==> src/rtl/conv_pkg.sv <==
// Shared types and helpers for the convolution kernel engine.
//   conv_state_e : engine FSM states
//   conv_mode_e  : coefficient interpretation (unsigned blur / signed gradient)
//   acc_width()  : accumulator width needed for a SIZE x SIZE dot product
//   clamp_range(): clamp a wide signed value into [0, hi]
package conv_pkg;

    typedef enum logic [1:0] {
        IDLE,
        ACCUM,
        NORM,
        HOLD
    } conv_state_e;

    typedef enum logic {
        CONV_UNSIGNED = 1'b0,
        CONV_SIGNED   = 1'b1
    } conv_mode_e;

    // Width used for the normalisation/clamp arithmetic; wide enough that the
    // rounding add and any shift amount can never overflow.
    localparam int CLAMP_W = 64;

    // Sign bit plus room for SIZE*SIZE full-scale products.
    function automatic int acc_width(input int size, input int pix_w, input int coef_w);
        return pix_w + coef_w + $clog2(size * size) + 1;
    endfunction

    function automatic logic signed [CLAMP_W-1:0] clamp_range(
        input logic signed [CLAMP_W-1:0] v,
        input logic signed [CLAMP_W-1:0] hi
    );
        if (v < 0)
            return '0;
        else if (v > hi)
            return hi;
        else
            return v;
    endfunction

endpackage

==> src/rtl/conv_lane_mac.sv <==
// LANES parallel multipliers followed by a reduction adder.
// Ports:
//   pix     : LANES unsigned pixels, lane l at [l*PIX_W +: PIX_W]
//   coef    : LANES coefficients, lane l at [l*COEF_W +: COEF_W]
//   mode    : 0 = coefficients unsigned, 1 = two's complement
//   lane_en : per-lane enable; disabled lanes contribute zero
//   psum    : combinational signed sum of the enabled products
module conv_lane_mac
    import conv_pkg::*;
#(
    parameter int LANES  = 5,
    parameter int PIX_W  = 8,
    parameter int COEF_W = 8,
    parameter int ACC_W  = 21
) (
    input  logic [LANES*PIX_W-1:0]  pix,
    input  logic [LANES*COEF_W-1:0] coef,
    input  logic                    mode,
    input  logic [LANES-1:0]        lane_en,
    output logic signed [ACC_W-1:0] psum
);

    logic signed [PIX_W:0]     px_x [LANES];
    logic signed [COEF_W:0]    cf_x [LANES];
    logic signed [ACC_W-1:0]   prod [LANES];

    // One extra bit on each operand lets a single signed multiplier serve
    // both modes: pixels always zero-extend, coefficients follow the mode.
    always_comb begin
        for (int l = 0; l < LANES; l++) begin
            px_x[l] = {1'b0, pix[l*PIX_W +: PIX_W]};
            if (conv_mode_e'(mode) == CONV_SIGNED)
                cf_x[l] = {coef[l*COEF_W + COEF_W - 1], coef[l*COEF_W +: COEF_W]};
            else
                cf_x[l] = {1'b0, coef[l*COEF_W +: COEF_W]};
            prod[l] = lane_en[l] ? ACC_W'(px_x[l]) * ACC_W'(cf_x[l]) : '0;
        end
    end

    always_comb begin
        psum = '0;
        for (int l = 0; l < LANES; l++)
            psum = psum + prod[l];
    end

endmodule

==> src/rtl/conv_kernel_engine.sv <==
// SIZE x SIZE window-times-kernel convolution engine.
// Captures one window/kernel job, accumulates LANES products per cycle over
// NG = ceil(SIZE*SIZE/LANES) cycles, then shifts, rounds and clamps the sum to
// an unsigned PIX_W pixel.
// Build option: define CONV_ROUND_EN for round-half-up before the shift;
// otherwise the shift truncates toward minus infinity.
// Ports:
//   clk, rst          : clock, synchronous active-high reset
//   in_valid/in_ready : job handshake (in_ready only while idle)
//   window_i          : pixels, element k = r*SIZE+c at [k*PIX_W +: PIX_W]
//   kernel_i          : coefficients at the same element index
//   signed_mode_i     : 0 unsigned coefficients, 1 two's complement
//   norm_shift_i      : arithmetic right shift applied to the sum
//   out_valid/out_ready : result handshake
//   pixel_o, sat_o    : clamped result and clamp indicator
module conv_kernel_engine
    import conv_pkg::*;
#(
    parameter  int SIZE   = 5,
    parameter  int PIX_W  = 8,
    parameter  int COEF_W = 8,
    parameter  int LANES  = 5,
    localparam int ACC_W  = acc_width(SIZE, PIX_W, COEF_W),
    localparam int SH_W   = $clog2(ACC_W)
) (
    input  logic                      clk,
    input  logic                      rst,
    input  logic                      in_valid,
    output logic                      in_ready,
    input  logic [SIZE*SIZE*PIX_W-1:0]  window_i,
    input  logic [SIZE*SIZE*COEF_W-1:0] kernel_i,
    input  logic                      signed_mode_i,
    input  logic [SH_W-1:0]           norm_shift_i,
    output logic                      out_valid,
    input  logic                      out_ready,
    output logic [PIX_W-1:0]          pixel_o,
    output logic                      sat_o
);

    localparam int NE    = SIZE * SIZE;
    localparam int NG    = (NE + LANES - 1) / LANES;
    localparam int NP    = NG * LANES;
    localparam int GRP_W = (NG > 1) ? $clog2(NG) : 1;
    localparam logic signed [CLAMP_W-1:0] PIX_MAX = (64'sd1 <<< PIX_W) - 64'sd1;

    conv_state_e             state_q, state_d;
    logic [NP*PIX_W-1:0]     win_q;
    logic [NP*COEF_W-1:0]    ker_q;
    conv_mode_e              mode_q;
    logic [SH_W-1:0]         shift_q;
    logic [GRP_W-1:0]        grp_q;
    logic signed [ACC_W-1:0] acc_q;
    logic signed [ACC_W-1:0] psum;
    logic [LANES-1:0]        lane_en;
    logic                    accept;
    logic                    last_grp;

    logic signed [CLAMP_W-1:0] acc_wide;
    logic signed [CLAMP_W-1:0] round_v;
    logic signed [CLAMP_W-1:0] norm_v;
    logic signed [CLAMP_W-1:0] clamped_v;

    // in_ready is masked by rst so nothing is accepted in the reset cycle.
    assign in_ready  = (state_q == IDLE) && !rst;
    assign accept    = in_valid && in_ready;
    assign last_grp  = (grp_q == GRP_W'(NG - 1));
    assign out_valid = (state_q == HOLD);

    always_ff @(posedge clk) begin
        if (rst)
            state_q <= IDLE;
        else
            state_q <= state_d;
    end

    always_comb begin
        state_d = state_q;
        case (state_q)
            IDLE:    if (accept)    state_d = ACCUM;
            ACCUM:   if (last_grp)  state_d = NORM;
            NORM:                   state_d = HOLD;
            HOLD:    if (out_ready) state_d = IDLE;
            default:                state_d = IDLE;
        endcase
    end

    // Job capture. The operand registers are padded to NG*LANES elements and
    // shift down by one lane group per ACCUM cycle, so the MAC always reads
    // the low LANES elements; padding elements are zero.
    always_ff @(posedge clk) begin
        if (accept) begin
            win_q   <= (NP*PIX_W)'(window_i);
            ker_q   <= (NP*COEF_W)'(kernel_i);
            mode_q  <= conv_mode_e'(signed_mode_i);
            shift_q <= norm_shift_i;
        end else if (state_q == ACCUM) begin
            win_q <= win_q >> (LANES*PIX_W);
            ker_q <= ker_q >> (LANES*COEF_W);
        end
    end

    always_comb begin
        for (int l = 0; l < LANES; l++)
            lane_en[l] = (int'(grp_q) * LANES + l) < NE;
    end

    conv_lane_mac #(
        .LANES  (LANES),
        .PIX_W  (PIX_W),
        .COEF_W (COEF_W),
        .ACC_W  (ACC_W)
    ) u_mac (
        .pix     (win_q[LANES*PIX_W-1:0]),
        .coef    (ker_q[LANES*COEF_W-1:0]),
        .mode    (mode_q),
        .lane_en (lane_en),
        .psum    (psum)
    );

    // Normalisation is evaluated in a wide signed domain so the rounding
    // offset and large shift amounts cannot wrap.
    always_comb begin
        acc_wide = CLAMP_W'(acc_q);
`ifdef CONV_ROUND_EN
        round_v = (shift_q != '0) ? (64'sd1 <<< (shift_q - SH_W'(1))) : 64'sd0;
`else
        round_v = 64'sd0;
`endif
        norm_v    = (acc_wide + round_v) >>> shift_q;
        clamped_v = clamp_range(norm_v, PIX_MAX);
    end

    always_ff @(posedge clk) begin
        if (rst) begin
            grp_q   <= '0;
            acc_q   <= '0;
            pixel_o <= '0;
            sat_o   <= 1'b0;
        end else begin
            case (state_q)
                IDLE: begin
                    if (accept) begin
                        grp_q <= '0;
                        acc_q <= '0;
                    end
                end
                ACCUM: begin
                    acc_q <= acc_q + psum;
                    grp_q <= grp_q + GRP_W'(1);
                end
                NORM: begin
                    pixel_o <= clamped_v[PIX_W-1:0];
                    sat_o   <= (clamped_v != norm_v);
                end
                default: ;
            endcase
        end
    end

endmodule

==> config.mk <==
export PLATFORM = sky130hd
export DESIGN_NAME = conv_kernel_engine
export DESIGN_NICKNAME = d
export VERILOG_FILES = /design/src/rtl/conv_pkg.sv /design/src/rtl/conv_lane_mac.sv /design/src/rtl/conv_kernel_engine.sv
export SDC_FILE = /design/constraint.sdc
export NUM_CORES = 2
export LEC_CHECK = 0
export ABC_AREA = 1
export CORE_MARGIN = 2
export CORE_UTILIZATION = 25
export DETAILED_ROUTE_END_ITERATION = 12
export GPL_TIMING_DRIVEN = 1
export PLACE_DENSITY = 0.5
export SLEW_MARGIN = 20
export SYNTH_ARGS = -nofsm -noshare
export SYNTH_HDL_FRONTEND = slang
export SYNTH_SLANG_ARGS = --single-unit
==> constraint.sdc <==
create_clock -name clk -period 11.7 [get_ports clk]
set_input_delay 1.17 -clock clk [delete_from_list [all_inputs] [get_ports clk]]
set_output_delay 1.17 -clock clk [all_outputs]
set_load 0.02 [all_outputs]
==> impl_metrics.tcl <==
set metrics [dict create \
    status "completed" \
    drtAntennaViolNets 0 \
    synthCells 4296 \
    arrival_ns 9.83 \
    synthesis.nets 5303 \
    critPathTopFamily "adder cells" \
    synthMostInstantiatedCell "nand2_1" \
    grt_use_total_pct 13.9 \
    cpMaxStageDelayCell "edfxtp_1" \
    cts_root_buf "clkbuf_16" \
    antenna_found_initial 24 \
    fmax_ghz 0.108 \
    cp_common_cell "fa_1" \
    grt_pass1_vias 27741 \
    synth_seq_area_share_pct 36.0 \
    tns_ns 0 \
    grt_overflow 0 \
    ys.flop_type "edfxtp_1" \
    path_buf_inv 7 \
    setup_viol 0 \
    drive_above_1_share_pct 3.32 \
    drcViolationCount 0 \
    num_rows 139 \
    hpwl_um 81000 \
    first_pass_iters 5 \
    post-route-period-util_pct 79.1 \
    area_growth_syn_to_layout_pct 21.9 \
    cts-buffers-inserted 57 \
    hold_buffers 0 \
    nets 5608 \
    ff_latch_area_mm2 0.0129 \
    grt_pass1_wl_um 159000 \
    wl_um 103000 \
    clock_latency_ns 0.66 \
    post-route-util_pct 30.6 \
    cpPeakStageDelay_ns 0.64 \
    hp-class "flip-flop to flip-flop" \
    path_clk_slew_ns 0.06 \
    finClkSkew_ns 0.0230 \
    crit_fanout 10 \
    synth_top_cell_area_share_pct 34.0 \
    postCtsSetupBuffers 0 \
    cp-start-kind "flip-flop" \
    initial_core_util_pct 25.1 \
    cp.required_ns 12.28 \
    slew_violations 0 \
    synth.area.top_cells "edfxtp_1, nand2_1, fa_1, ha_1, inv_1" \
    grt_setup_unrepaired "false" \
    ys_warn_count 0 \
    die_h_um 383 \
    routabilityCongestion 0.875 \
    syn-cell-area_mm2 0.0359 \
    drtIter0Drc 1405 \
    grt_max_degree 206 \
    whs_ns 0.463 \
    dieArea_mm2 0.147 \
    synth_commonest_cells "nand2_1, inv_1, edfxtp_1" \
    crit_cells 38 \
    crit_type "flip-flop to flip-flop" \
    die-width_um 383 \
    clock-sinks 442 \
    vias_per_cell 4.15 \
    yosysUniqueCellTypes 51 \
    tightestPinTransition_ns 1.04 \
    synth-async-reset-ratio_pct 0 \
    cts.path.max_buffers 3 \
    syn_avg_cell_area_um2 8.36 \
    hold_depth 2 \
    crit_path_end_kind "flip-flop" \
    cts_tree "yes" \
    synth_edf_count 406 \
    vias 27244 \
    ys_ff_latch 442 \
    period_needed_ns 9.26 \
    max_cap_viol_count 0 \
    worstRegToRegCells 38 \
    yosysTopAreaCell "edfxtp_1" \
    multi_input_area_mm2 0.0193 \
    slew_headroom_pct 30.8 \
    core_mm2 0.143 \
    n_fill_cell 15225 \
    io_pins 421 \
    port_buffers 420 \
    hold_viol 0 \
    htreeDepth 2 \
    ctsResizeCount 0 \
    wl_per_cell_um 15.7 \
]
## cells in the final DEF, fill, tap and decap left out, drive strengths merged, types with 10 or more instances in the layout
cell type,instances
buf,13
a31oi,11
clkdlybuf4s50,420
o21ai,133
dfxtp,36
fa,295
edfxtp,406
nand2,1601
o211ai,10
xor2,10
or2,29
nor2,179
clkbuf,74
nand4,10
a21oi,155
diode,11
nor3,14
nand3,64
o21bai,12
inv,801
ha,302
clkinv,17
## final timing paths
check / slack [ns] / endpoint / startpoint
setup / recovery: 2.44 / acc_q[21]$_SDFFE_PP0P_ / mode_q$_DFFE_PP_
hold / removal: 0.46 / acc_q[11]$_SDFFE_PP0P_ / acc_q[11]$_SDFFE_PP0P_
setup reg to reg: 2.44 / acc_q[21]$_SDFFE_PP0P_ / mode_q$_DFFE_PP_
hold reg to reg: 0.46 / acc_q[11]$_SDFFE_PP0P_ / acc_q[11]$_SDFFE_PP0P_
## kinds of logic (layout without fill, tap and decap cells)
| family | Yosys count | count (layout) | synth area share [%] |
|---|---|---|---|
| AOI/OAI and AO/OA | 344 | 344 | 5.33 |
| muxes | 7 | 7 | 0.195 |
| other | 0 | 11 | 0 |
| buffers and inverters | 984 | 1333 | 10.4 |
| adders and majority gates | 597 | 597 | 27.0 |
| and+or+nand+nor | 1904 | 1904 | 20.7 |
| xor gates and xnor gates | 18 | 18 | 0.439 |
| DFF | 442 | 442 | 36.0 |
## layout make-up
type | count | share of cell area (%)
clock buffers | 74 | 3.43
clock inverters | 29 | 0.781
inverters | 797 | 6.85
multi-input cells | 2870 | 44.0
repair buffers | 433 | 9.89
diodes | 11 | 0.0629
well taps | 1903 | 5.44
flip-flops and latches | 442 | 29.5
## tightest hold or removal path: cells and delay by family, from the launching register on
family          cells  cell delay, ns
simple gates        1            0.06
compound gates      1            0.05
flops               1            0.31
## layer usage
layer / up-vias / track usage [%] / routed length (um)
met5: - / 0 / 162
met1: 12750 / 17.4 / 43800
met3: 131 / 2.61 / 5350
met4: 24 / 3.65 / 2160
met2: 509 / 24.5 / 51300
li1: 13830 / - / -
## state kept, by name (all words and copies together), names as in the netlist
signal and count:
ker_q 200, mode_q 1, grp_q 3, acc_q 22, win_q 200, pixel_o 8, shift_q 5, sat_o 1
state_q 2
## metrics by stage
step / cell area [um2] / setup slack [ns] / std cells
2_1_floorplan: 35900 / 0.236 / 4296
3_3_place_gp: 41900 / 2.58 / 6445
3_5_place_dp: 41900 / 2.52 / 6445
4_1_cts: 43700 / 2.47 / 6548
5_1_grt: 43800 / 1.84 / 6558
6_report: 43800 / 2.44 / 6559
Power is not shown: default switching activity piles up to over one toggle a cycle in this logic, so the estimate is an artifact.
